<file path="src/rtl/sw_debounce_pkg.sv">
// sw_debounce_pkg: shared types and sizing helpers for the switch debouncer.
// Optional edge statistics are enabled with SW_DEBOUNCE_STATS_EN.
package sw_debounce_pkg;
   typedef enum logic {ST_STABLE, ST_SETTLING} deb_state_t;
   localparam int EDGE_CNT_W = 8;
   function automatic int cnt_width(input int stable_cycles);
      return ($clog2(stable_cycles) < 1) ? 1 : $clog2(stable_cycles);
   endfunction
endpackage

</file>
<file path="src/rtl/sw_debounce_if.sv">
// sw_debounce_if: switch inputs, debounced levels and edge pulses.
// stat_clr/edge_cnt exist only when SW_DEBOUNCE_STATS_EN is defined.
interface sw_debounce_if import sw_debounce_pkg::*; #(parameter int N = 2);
   logic [N-1:0] sw_in;
   logic [N-1:0] sw_out;
   logic [N-1:0] rise;
   logic [N-1:0] fall;
`ifdef SW_DEBOUNCE_STATS_EN
   logic                    stat_clr;
   logic [N*EDGE_CNT_W-1:0] edge_cnt;
   modport master(output sw_in, stat_clr, input sw_out, rise, fall, edge_cnt);
   modport slave(input sw_in, stat_clr, output sw_out, rise, fall, edge_cnt);
`else
   modport master(output sw_in, input sw_out, rise, fall);
   modport slave(input sw_in, output sw_out, rise, fall);
`endif
endinterface

</file>
<file path="src/rtl/sw_debounce_ch.sv">
// sw_debounce_ch: one channel - synchroniser, settle timer, level and pulse regs.
// Saturating edge counter present when SW_DEBOUNCE_STATS_EN is defined.
module sw_debounce_ch import sw_debounce_pkg::*; #(
   parameter int STABLE_CYCLES = 16,
   parameter int SYNC_STAGES   = 2
) (
   input  logic                  clk,
   input  logic                  rst,
   input  logic                  i_sw,
`ifdef SW_DEBOUNCE_STATS_EN
   input  logic                  i_clr,
   output logic [EDGE_CNT_W-1:0] o_cnt,
`endif
   output logic                  o_sw,
   output logic                  o_rise,
   output logic                  o_fall
);
   localparam int CNT_W = cnt_width(STABLE_CYCLES);
   logic [SYNC_STAGES-1:0] r_sync;
   logic [CNT_W-1:0]       r_cnt;
   deb_state_t             r_state;
   logic                   r_out, r_rise, r_fall;
   logic                   w_sync, w_commit;
   assign w_sync   = r_sync[SYNC_STAGES-1];
   assign w_commit = r_state == ST_SETTLING && w_sync != r_out && r_cnt == CNT_W'(STABLE_CYCLES - 1);
   always_ff @(posedge clk or negedge rst)
      if (!rst) r_sync <= '0;
      else      r_sync <= {r_sync[SYNC_STAGES-2:0], i_sw};
   always_ff @(posedge clk or negedge rst)
      if (!rst) begin
         r_state <= ST_STABLE;
         r_cnt   <= '0;
         r_out   <= 1'b0;
         r_rise  <= 1'b0;
         r_fall  <= 1'b0;
      end else begin
         r_rise  <= w_commit & w_sync;
         r_fall  <= w_commit & ~w_sync;
         r_out   <= w_commit ? w_sync : r_out;
         r_state <= (r_state == ST_STABLE) ? ((w_sync != r_out) ? ST_SETTLING : ST_STABLE)
                                           : ((w_sync == r_out || w_commit) ? ST_STABLE : ST_SETTLING);
         // the timer only runs while a differing level persists; any exit restarts it
         r_cnt   <= (r_state == ST_SETTLING && w_sync != r_out && !w_commit) ? r_cnt + 1'b1 : '0;
      end
`ifdef SW_DEBOUNCE_STATS_EN
   logic [EDGE_CNT_W-1:0] r_ecnt;
   always_ff @(posedge clk or negedge rst)
      if (!rst)                        r_ecnt <= '0;
      else if (i_clr)                  r_ecnt <= '0;
      else if (w_commit && ~&r_ecnt)   r_ecnt <= r_ecnt + 1'b1;
   assign o_cnt = r_ecnt;
`endif
   assign o_sw   = r_out;
   assign o_rise = r_rise;
   assign o_fall = r_fall;
endmodule

</file>
<file path="src/rtl/sw_debounce.sv">
// sw_debounce: N independent debounced switch channels feeding operands a (bit 0) and b (bit 1).
// Build with SW_DEBOUNCE_STATS_EN to add per-channel committed-edge counters.
module sw_debounce import sw_debounce_pkg::*; #(
   parameter int N             = 2,
   parameter int STABLE_CYCLES = 16,
   parameter int SYNC_STAGES   = 2
) (
   input logic         clk,
   input logic         rst,
   sw_debounce_if.slave bus
);
   logic [N-1:0] w_out, w_rise, w_fall;
`ifdef SW_DEBOUNCE_STATS_EN
   logic [N*EDGE_CNT_W-1:0] w_cnt;
   assign bus.edge_cnt = w_cnt;
`endif
   for (genvar i = 0; i < N; i++) begin : g_ch
      sw_debounce_ch #(.STABLE_CYCLES(STABLE_CYCLES), .SYNC_STAGES(SYNC_STAGES)) u_ch (
         .clk    (clk),
         .rst    (rst),
         .i_sw   (bus.sw_in[i]),
`ifdef SW_DEBOUNCE_STATS_EN
         .i_clr  (bus.stat_clr),
         .o_cnt  (w_cnt[i*EDGE_CNT_W +: EDGE_CNT_W]),
`endif
         .o_sw   (w_out[i]),
         .o_rise (w_rise[i]),
         .o_fall (w_fall[i])
      );
   end
   assign bus.sw_out = w_out;
   assign bus.rise   = w_rise;
   assign bus.fall   = w_fall;
endmodule

</file>
<file path="src/flat_wrapper.sv">
// flat-port wrapper written by rule: the top's interface ports become plain ports
module sw_debounce_flat import sw_debounce_pkg::*;
#(
   parameter int N             = 2,
   parameter int STABLE_CYCLES = 16,
   parameter int SYNC_STAGES   = 2
)
  (clk, rst, bus_sw_in, bus_sw_out, bus_rise, bus_fall);
  sw_debounce_if #(.N(N)) bus_i ();
  input logic clk;
  input logic rst;
  input wire logic [$bits(bus_i.sw_in)-1:0] bus_sw_in;
  output wire logic [$bits(bus_i.sw_out)-1:0] bus_sw_out;
  output wire logic [$bits(bus_i.rise)-1:0] bus_rise;
  output wire logic [$bits(bus_i.fall)-1:0] bus_fall;
  assign bus_i.sw_in = bus_sw_in;
  assign bus_sw_out = bus_i.sw_out;
  assign bus_rise = bus_i.rise;
  assign bus_fall = bus_i.fall;
  sw_debounce #(.N(N), .STABLE_CYCLES(STABLE_CYCLES), .SYNC_STAGES(SYNC_STAGES)) u_core (.clk(clk), .rst(rst), .bus(bus_i));
endmodule
</file>
<file path="config.mk">
export PLATFORM = sky130hd
export DESIGN_NAME = sw_debounce_flat
export DESIGN_NICKNAME = d
export VERILOG_FILES = /design/src/rtl/sw_debounce_pkg.sv /design/src/rtl/sw_debounce_if.sv /design/src/rtl/sw_debounce_ch.sv /design/src/rtl/sw_debounce.sv /design/src/flat_wrapper.sv
export SDC_FILE = /design/constraint.sdc
export NUM_CORES = 1
export LEC_CHECK = 0
export ABC_AREA = 1
export CORE_MARGIN = 8
export CORE_UTILIZATION = 50
export DETAILED_ROUTE_END_ITERATION = 12
export DONT_BUFFER_PORTS = 1
export PLACE_DENSITY = 0.63
export SYNTH_ARGS = -nofsm -noshare
export SYNTH_HDL_FRONTEND = slang
export SYNTH_HIERARCHICAL = 1
export SYNTH_SLANG_ARGS = --single-unit
</file>
<file path="constraint.sdc">
create_clock -name clk -period 1.3 [get_ports clk]
set_clock_uncertainty 0.05 [all_clocks]
set_input_delay 0.325 -clock clk [delete_from_list [all_inputs] [get_ports clk]]
set_output_delay 0.325 -clock clk [all_outputs]
set_load 0.01 [all_outputs]
</file>
; Word level (Yosys, flattened, before mapping)
; Cells that the tools add are included.
[totals]
ff_bits = 20
latchBits = 0
ramBits = 0
rom_bits = 0
in_bits = 4
output_inout_bits = 6
elab_cells = 44
n_memories = 0
[op_classes]
addsub = 2
mul = 0
n_div = 0
magnitude_cmp = 0
n_eq_ne = 6
n_shift = 0
mux = 8
bitwise_logic = 6
reduce_logical = 10
[op_table]
columns = operator, n
row1 = adder 4 x 1 -> 4 bit (second input constant), 2
row2 = == test 4 bit (second input constant), 2
row3 = 2-to-1 mux 4 bit, 2
row4 = logical AND 1 bit, 6
row5 = 2-to-1 mux 1 bit, 6
row6 = AND 1 bit, 4
row7 = == test 1 bit, 2
row8 = logical NOT 1 bit, 2
row9 = logical OR 1 bit, 2
row10 = inequality test 1 bit, 2
row11 = NOT 1 bit, 2

; Longest topological paths before layout
[logic_depth]
depth_word = 6
depth_mapped = 5

; Hierarchy
; The synthesis kept the hierarchy.
[modules_own_cells]
columns = module, instances, cells_each, area_each_um2
row1 = sw_debounce_ch, 2, 38, 386.6

; Least setup slack after synthesis
; No wires, ideal clock.
[synth_path]
path_type = reg2reg
startpoint = register u_core.g_ch[0].u_ch.r_cnt[0]
endpoint = register u_core.g_ch[0].u_ch.r_cnt[0]
arrival_ps = 927
slack_ps = 250
path_stages_with_launch = 5
path_buffers = 0
period_less_slack_ps = 1050
cell_sequence = dfrtp_1 -> ha_1 -> nand3_2 -> nand3_1 -> nor2_1
[synth_between]
elab_chain_cells = 5
elab_cells_between_ends = 6
cone_classes = 1 x add/sub / 1 x eq/ne / 1 x mux / 3 x reduce/logical
[synth_rtl]
columns = element, line_no
row1 = "start, declared", sw_debounce_ch.sv:20  ; logic [CNT_W-1:0] r_cnt;
row2 = "start signal, assigned", sw_debounce_ch.sv:43  ; r_cnt <= (r_state == ST_SETTLING && w_sync != r_out && !w_commit) ? r_cnt + 1'b1 : '0;
row3 = "parallel branches: the longest is 4 deep, another holds adder 4 x 1 -> 4 bit", --
row4 = 2-to-1 mux 4 bit (*), sw_debounce_ch.sv:43
; Every way passes the cells marked *.
; A chain may end at the register's enable or synchronous reset.

; Worst setup path after layout
[layout_path]
startpoint = register u_core.g_ch[0].u_ch.r_cnt[0]
endpoint = register u_core.g_ch[0].u_ch.r_cnt[3]
; The elaborated chain is that of the path after synthesis.

==> impl_metrics.json <==
{
  "status": "completed",
  "syn-cell-area_sq_um": 773.2,
  "die_x_microns": 55.33,
  "fin_area_sq_um": 864.6,
  "met1_length_microns": 539,
  "htree_levels": 1,
  "drc": 0,
  "hold_violations": 0,
  "drive_above_1_share_pct": 10.84,
  "stdcell_count": 99,
  "worstSetupPathType": "flop to flop",
  "cts.clk_slew.worst_paths_ns": 0.10,
  "placed_area_sq_um": 793.3,
  "synth_area_leaders": "dfrtp_1 65%, nand2_1 7.8%, nor2_1 5.8%",
  "slew_headroom_pct": 44.59,
  "cts_setup_buffers": 0,
  "grt_overflow_total": 0,
  "cts_tree": "yes",
  "cts_buffers": 3,
  "wl_met2_microns": 465,
  "synth.largest_area_cell": "dfrtp_1",
  "yosysSeqAreaShare_pct": 64.72,
  "ys.warnings.count": 6,
  "rows": 14,
  "p_leak_uw": 0.0004266,
  "via_count": 495,
  "dp.cells": 92,
  "grt_pass1_vias": 457,
  "avgSynthCellArea_sq_um": 10.17,
  "clk_latency_ns": 0.28,
  "critical_path_arrival_ns": 1.35,
  "crit_fanout": 4,
  "fmax_mhz": 849.9,
  "core-area_sq_mm": 0.001471,
  "crit_path_start_kind": "flop",
  "post-route-min-period_ns": 1.177,
  "worstPathRequired_ns": 1.47,
  "drtPass1Iterations": 4,
  "utilization_pct": 58.76,
  "hp-class": "flop to flop",
  "r2r_slack_ns": 0.12,
  "setup-tns-final_ns": 0,
  "hold_start": "u_core/g_ch[1].u_ch/r_sync[0]",
  "cap_viol_max_count": 0,
  "start_util_pct": 52.55,
  "ios": 10,
  "grt_pass1_wl_mm": 1.856,
  "antenna_found_initial": 0,
  "top_layer_used": "met4",
  "timing.critical_path.from": "u_core/g_ch[0].u_ch/r_cnt[0]",
  "syn_to_final_growth_pct": 11.81,
  "synth_cell_types": 11,
  "grt_usage_pct": 7.297,
  "antenna_left": 0,
  "wl_met3_microns": 63,
  "setup_violations": 0,
  "synth_nets": 82,
  "reg2reg_from": "u_core/g_ch[0].u_ch/r_cnt[0]",
  "hold_depth": 0,
  "grt_max_degree": 21,
  "vias_per_cell": 5.000,
  "ys_ff_latch": 20,
  "rr_worst_depth": 4,
  "power_density_mw_per_mm2": 1188,
  "max_slew.worst_pin.slew_ns": 0.8284,
  "syn_inst": 76,
  "peakVddDrop_uv": 811.9,
  "cts-root-buf": "clkbuf_4",
  "numClockSinks": 20,
  "wl_per_cell_microns": 10.94,
  "die_area_sq_mm": 0.003061,
  "n_fill_cell": 112,
  "clk_path_buf_depth": 2,
  "portBuffers": 0,
  "fin_crit_sh_pct": 90.51,
  "timing.rr.end": "u_core/g_ch[0].u_ch/r_cnt[3]",
  "die_h_microns": 55.33,
  "diodes": 0,
  "holdWs_ns": 0.3091,
  "finalWirelength_mm": 1.083,
  "drv_slew": 0,
  "place_congestion": 0.7698,
  "dp_hpwl_microns": 813,
  "hold_end": "u_core/g_ch[1].u_ch/r_sync[1]",
  "netlist.area_leader.share_pct": 64.72,
  "grt_setup_unrepaired": "false",
  "drtIter0Drc": 7,
  "end_kind": "flop",
  "nets": 90
}
## flip-flops by register name (all words and copies together), names as in the netlist
register and cells:
u_core/g_ch.u_ch/o_sw 2, u_core/g_ch.u_ch/r_sync 4, u_core/g_ch.u_ch/r_state 2, u_core/g_ch.u_ch/r_cnt 8, u_core/g_ch.u_ch/o_fall 2, u_core/g_ch.u_ch/o_rise 2
## cell type report
type / count / area, sq um / area share (%)
Timing Repair Buffer: 3 / 30.03 / 3.473
Inverter: 10 / 37.54 / 4.342
Sequential cell: 20 / 500.5 / 57.89
Multi-Input combinational cell: 46 / 240.2 / 27.79
Clock buffer: 4 / 36.28 / 4.197
Tap cell: 16 / 20.02 / 2.315
## routing by layer
metal | GRT usage (%) | vias up
met2 | 11.22 | 14
met1 | 8.288 | 227
met4 | 4.225 | 0
met5 | 0 | -
met3 | 2.968 | 2
li1 | - | 252
## layout by cell type (no fill, tap or decap), drive strengths merged
| cell type | count |
|---|---|
| nand4 | 4 |
| nand3 | 6 |
| dfrtp | 20 |
| a21oi | 2 |
| nor2 | 14 |
| nand2 | 16 |
| xnor2 | 2 |
| inv | 10 |
| dlygate4sd3 | 3 |
| ha | 2 |
| clkbuf | 4 |
## worst max-delay path, cell delays in order (launching register included)
cell	delay (ns)
dfrtp_1	0.42
ha_1	0.25
nand3_2	0.10
nand3_1	0.16
nor2_1	0.13
## synthesized netlist by cell type
master	instances
nand4_1	4
nor2_2	2
inv_1	10
nand2_1	16
nand3_1	4
a21oi_1	2
ha_1	2
nand3_2	2
xnor2_1	2
dfrtp_1	20
nor2_1	12
## report_power, final
group          leakage [uW]  switching [uW]  internal [uW]  total, uW
Sequential         0.000263            11.3            637        648
Clock             0.0000210             168            170        338
Combinational      0.000142            26.1           14.5       40.6
Total              0.000427             206            822       1030
## stage by stage
stage               total power (uW)  setup slack, ns
floorplan                      677.0           0.2504
global placement               683.0           0.1504
detailed placement             683.2           0.1425
CTS                             1045          0.09954
global route                    1073         0.008993
finish                          1027           0.1234
## logic make-up after synthesis
| family | after synthesis | synth area share (%) |
|---|---|---|
| flops | 20 | 64.72 |
| simple gates | 40 | 23.62 |
| fa+ha+maj | 2 | 3.236 |
| buf+inv | 10 | 4.855 |
| compound gates | 2 | 1.295 |
| xor+xnor | 2 | 2.266 |
## worst max-delay path by stage
| stage | end | slack, ns | depth (start not counted) |
|---|---|---|---|
| 6_report | u_core/g_ch[0].u_ch/r_cnt[3] | 0.12 | 4 |
| 5_1_grt | u_core/g_ch[0].u_ch/r_state | 0.009 | 1 |
| 4_1_cts | u_core/g_ch[0].u_ch/r_sync[0] | 0.1 | 1 |
| 3_5_place_dp | u_core/g_ch[1].u_ch/r_cnt[0] | 0.14 | 4 |
| 3_3_place_gp | u_core/g_ch[0].u_ch/r_cnt[0] | 0.15 | 4 |
| 2_1_floorplan | u_core/g_ch[0].u_ch/r_cnt[0] | 0.25 | 4 |
## what timing repair did
action                                  CTS  global route
hold endpoints to repair                 22             0
resized for setup                         0             1
endpoints found under the setup margin    0             1
hold buffers                              3             0
Power figures use the tool's default switching activity.
